[src/rtl/trigger_capture.sv]
// Double-banked oscilloscope trace capture: rising-edge or timeout trigger fills the
// back bank, and the display swaps banks only on frame_start once a full trace is ready.
module trigger_capture #(
  parameter int DEPTH   = 64,
  parameter int DATA_W  = 8,
  parameter int TIMEOUT = 4096
) (
  input  logic                     clk,
  input  logic                     reset,
  input  logic [DATA_W-1:0]        adc_data,
  input  logic                     adc_valid,
  input  logic [DATA_W-1:0]        trig_level,
  input  logic                     trig_auto,
  input  logic                     frame_start,
  input  logic [$clog2(DEPTH)-1:0] rd_addr,
  output logic [DATA_W-1:0]        rd_data,
  output logic                     frame_valid,
  output logic [1:0]               state
);

  localparam int AW = $clog2(DEPTH);
  localparam int CW = $clog2(TIMEOUT + 1);
  localparam logic [AW-1:0] PTR_LAST = AW'(DEPTH - 1);
  localparam logic [CW-1:0] TO_LAST  = CW'(TIMEOUT - 1);

  typedef enum logic [1:0] {
    ARMED   = 2'd0,
    CAPTURE = 2'd1,
    DONE    = 2'd2
  } state_t;

  state_t              cur_state, nxt_state;
  logic                front_bank;
  logic [AW-1:0]       wr_ptr;
  logic [CW-1:0]       to_cnt;
  logic [DATA_W-1:0]   prev;
  logic                prev_valid;

  logic                we;
  logic                swap;
  logic [AW-1:0]       wr_idx;
  logic                level_hit;
  logic                auto_hit;

  // Both banks live in one array; the bank select is the top address bit.
  logic [DATA_W-1:0]   mem [2*DEPTH];

  assign state     = cur_state;
  assign level_hit = prev_valid && (prev < trig_level) && (adc_data >= trig_level);
  assign auto_hit  = trig_auto && (to_cnt == TO_LAST);

  always_ff @(posedge clk) begin
    if (reset) cur_state <= ARMED;
    else       cur_state <= nxt_state;
  end

  // NOTE: every output of this block is assigned a default first so no latch is inferred.
  always_comb begin
    nxt_state = cur_state;
    we        = 1'b0;
    swap      = 1'b0;
    wr_idx    = wr_ptr;
    unique case (cur_state)
      ARMED: begin
        if (adc_valid && (level_hit || auto_hit)) begin
          nxt_state = CAPTURE;
          we        = 1'b1;
          wr_idx    = '0;
        end
      end
      CAPTURE: begin
        if (adc_valid) begin
          we = 1'b1;
          if (wr_ptr == PTR_LAST) nxt_state = DONE;
        end
      end
      DONE: begin
        if (frame_start) begin
          nxt_state = ARMED;
          swap      = 1'b1;
        end
      end
      default: nxt_state = ARMED;
    endcase
  end

  // NOTE: sequential state uses non-blocking assignments so every register sees pre-edge values.
  always_ff @(posedge clk) begin
    if (reset) begin
      front_bank  <= 1'b0;
      frame_valid <= 1'b0;
      wr_ptr      <= '0;
      to_cnt      <= '0;
      prev        <= '0;
      prev_valid  <= 1'b0;
    end else begin
      if (swap) begin
        front_bank  <= ~front_bank;
        frame_valid <= 1'b1;
        wr_ptr      <= '0;
        to_cnt      <= '0;
      end
      if (we) wr_ptr <= wr_idx + AW'(1);
      // Edge history only counts while armed, so the first sample after arming never triggers.
      if (cur_state == ARMED) begin
        if (adc_valid) begin
          prev       <= adc_data;
          prev_valid <= 1'b1;
          if (to_cnt != TO_LAST) to_cnt <= to_cnt + CW'(1);
        end
      end else begin
        prev_valid <= 1'b0;
      end
    end
  end

  // NOTE: the trace RAM is deliberately not reset; only control state is.
  always_ff @(posedge clk) begin
    if (we) mem[{~front_bank, wr_idx}] <= adc_data;
  end

  always_ff @(posedge clk) begin
    if (reset) rd_data <= '0;
    else       rd_data <= mem[{front_bank, rd_addr}];
  end

endmodule

[config.mk]
export PLATFORM = sky130hd
export DESIGN_NAME = trigger_capture
export DESIGN_NICKNAME = d
export VERILOG_FILES = /design/src/rtl/trigger_capture.sv
export SDC_FILE = /design/constraint.sdc
export NUM_CORES = 1
export LEC_CHECK = 0
export CORE_MARGIN = 8
export CORE_UTILIZATION = 56
export DETAILED_ROUTE_END_ITERATION = 8
export PLACE_DENSITY = 0.79
export SLEW_MARGIN = 20
export SYNTH_ARGS = -nofsm -noshare
export SYNTH_HDL_FRONTEND = slang
export SYNTH_SLANG_ARGS = --single-unit
export TNS_END_PERCENT = 10
[constraint.sdc]
create_clock -name clk -period 4.95 [get_ports clk]
set_clock_uncertainty 0.1 [all_clocks]
set_input_delay 1.2375 -clock clk [delete_from_list [all_inputs] [get_ports clk]]
set_output_delay 1.2375 -clock clk [all_outputs]
set_load 0.005 [all_outputs]
==> impl_metrics.tcl <==
set metrics [dict create \
    syn_nets 2164 \
    synth-seq-area-share_pct 75.86 \
    synth_ff_type "edfxtp_1" \
    dr.pass1.iters 6 \
    grt_pass1_wl_um 143100 \
    rows 100 \
    fmax_mhz 267.0 \
    p_seq_share_pct 53.7 \
    clock_sinks 1064 \
    netSwitchingPower_uw 3814 \
    postCtsSetupBuffers 0 \
    ios 38 \
    clkTransAtPathRegs_ns 0.06 \
    fin_area_um2 46710 \
    leakagePower_uw 0.01489 \
    drt_iter0_markers 2956 \
    power_frac_comb_pct 4.6 \
    initial_core_util_pct 56.24 \
    grt_usage_pct 23.40 \
    period_share_pct 75.67 \
    totalWireLength_um 97840 \
    syn-cell-area_um2 41590 \
    worst_ep_arrival_time_ns 4.18 \
    rsz0062_at_grt "false" \
    slew_headroom_pct 27.29 \
    nNetsFinal 2287 \
    grt_max_degree 130 \
    hpwl_um 58420 \
    dr_wl_met3_um 10460 \
    tns_ns 0 \
    wl_per_cell_um 29.68 \
    worstHoldPathType "reg2reg" \
    grt_overflow 0 \
    hold_viol 0 \
    final_layout_size_suffix_gt1_share_pct 21.50 \
    crit_required_ns 5.38 \
    die_w_um 288.5 \
    cts_buffers 102 \
    die_h_um 288.5 \
    maxUsedRoutingLayer "met5" \
    synth-edff-count 1024 \
    dpl-instance-area_um2 43420 \
    n_fill_cell 4716 \
    wl_met1_um 35140 \
    numPortBuffers 37 \
    drv_cap 0 \
    hold_buffers 0 \
    ys_ff_latch 1064 \
    outcome "finished clean" \
    p_int_uw 14610 \
    crit_chain "clkdlybuf4s50_1 > inv_1 > ha_1 > a211o_1 > a31oi_1 > o21ai_0 > a21oi_1 > and2_1 > ha_1 > nand3_1 > nor2_1 > nor2_1 > a2111oi_0" \
    setup_viol 0 \
    synth.most_common_cell "edfxtp_1" \
    vias 21640 \
    root_buffer "clkbuf_16" \
    synth_top_area_share_pct 73.94 \
    path_max_fanout 8 \
    synth_area_leaders "edfxtp_1, mux4_2, mux2i_1, dfxtp_1, nor2_1" \
    critPathLaunchType "input pin" \
    syn_avg_cell_area_um2 19.62 \
    cts_tree "yes" \
    antenna_found_initial 5 \
    synthDistinctLibCells 56 \
    ant_nets 0 \
    min_period_ns 3.746 \
    worst_pin_slew_ns 1.091 \
    slowest_delay_ns 0.48 \
    async_flop_share_pct 0 \
    syn_inst 2120 \
    grt_pass1_vias 21810 \
    swShare_pct 20.70 \
    slew_viol_final 0 \
    via_per_inst 6.565 \
    critical_path.slowest_cell "a21oi_1" \
    ctsResizeCount 0 \
    met2WireLength_um 48040 \
    yosys_warnings 0 \
    clkPwrFrac_pct 41.7 \
    path_delay_family "compound AO/OA/AOI/OAI gates" \
    worst-path-buf-inv 2 \
    power_density_nw_per_um2 394.5 \
    endpoint_kind "flop" \
    critical_path_class "in2reg" \
    routabilityCongestion 0.8886 \
    core_area_um2 73950 \
    die_area_um2 83240 \
    vdd_drop_max_mv 0.3202 \
    clock_latency_ns 0.65 \
    drc 0 \
    synth_largest_area_cell "edfxtp_1" \
    area_growth_pct 12.31 \
    htreeDepth 3 \
    clockBufferDepth 3 \
    ys_top_cells_by_count "edfxtp_1, mux4_2, nor2_1, mux2i_1, nand2_1" \
]
sequential cells by signal, indices dropped and copies added, names as in the netlist:
name,count
state,2
rd_data,8
prev,8
frame_valid,1
front_bank,1
mem,1024
prev_valid,1
wr_ptr,6
to_cnt,13
area by class of cell:
| type | count | area, µm² | area share, % |
|---|---|---|---|
| antenna | 1 | 2.502 | 0.005357 |
| inverter | 11 | 41.29 | 0.08840 |
| clock inverter | 61 | 605.6 | 1.297 |
| multi-input combinational | 924 | 9370 | 20.06 |
| sequential | 1064 | 31550 | 67.55 |
| clock buffer | 126 | 2685 | 5.749 |
| timing repair buffer | 140 | 1241 | 2.657 |
| tap | 969 | 1212 | 2.596 |
cells in the final DEF, fill, tap and decap left out, types with 8 or more instances in the layout:
cell type        count
clkinv_2            22
inv_1               11
buf_4              102
a22oi_1             40
a21oi_1             36
nand4_1             22
o22ai_1             48
a211oi_1            46
clkbuf_1            22
nor2_1             157
mux4_2             212
clkdlybuf4s50_1     26
nand2b_1             8
nor3_1              10
or2_2               10
nand2_1             78
clkinv_1            18
o21ai_0             12
nor2b_1             10
clkbuf_16          104
bufinv_16           11
dfxtp_1             40
nand3_1             16
buf_12               9
edfxtp_1          1024
mux2i_1            116
o21ai_1             10
o221ai_1             8
ha_1                17
routing by layer:
layer	up-vias	track usage [%]
li1	8945	-
met1	10980	30.84
met3	268	4.766
met2	1441	38.40
met5	-	0
met4	4	9.453
worst reg2reg max path: stages, from the launching register on:
cell and delay [ns]:
dfxtp_1 0.52, nor2b_1 0.67, nand3_1 0.59, nor2_1 0.82
kinds of logic (layout without fill, tap and decap cells):
kind of cell,after synthesis,count (layout),synth area share [%]
AO/OA/AOI/OAI,228,228,3.746
other,0,1,0
AND/OR/NAND/NOR,341,341,3.755
multiplexers,334,334,14.44
adder cells (fa/ha/maj),17,17,0.5115
buffers and inverters,132,338,1.604
flip-flops,1064,1064,75.86
XOR/XNOR,4,4,0.08426
worst paths after layout:
check	start	end	slack [ns]	cells past startpoint
setup / recovery	trig_level[3]	wr_ptr[4]	1.20	13
hold / removal	prev[0]	prev[0]	0.37	2
setup reg to reg	wr_ptr[4]	mem[42][6]	1.89	3
hold reg to reg	prev[0]	prev[0]	0.37	2
power by group through the flow:
stage	sequential [µW]	clock [µW]	combinational, µW
floorplan	10100	0	461
CTS	9890	7710	840
detailed placement	10100	0	829
finish	9890	7690	844
global route	9890	8050	887
global placement	10100	0	805
per-stage QoR:
stage                     hold WS (ns)  worst slack [ns]  util (%)  instances  power, µW
after floorplan                 0.3312             1.369         -       2120      10540
after global placement          0.3575            0.6723     58.71       3108      10890
after detailed placement        0.3526            0.5939     58.71       3108      10910
after CTS                       0.3618             1.259     63.16       3295      18440
after global routing            0.3935            0.8762     63.16       3295      18830
final                           0.3672             1.204     63.17       3296      18430
(Power assumes the default switching activity.)
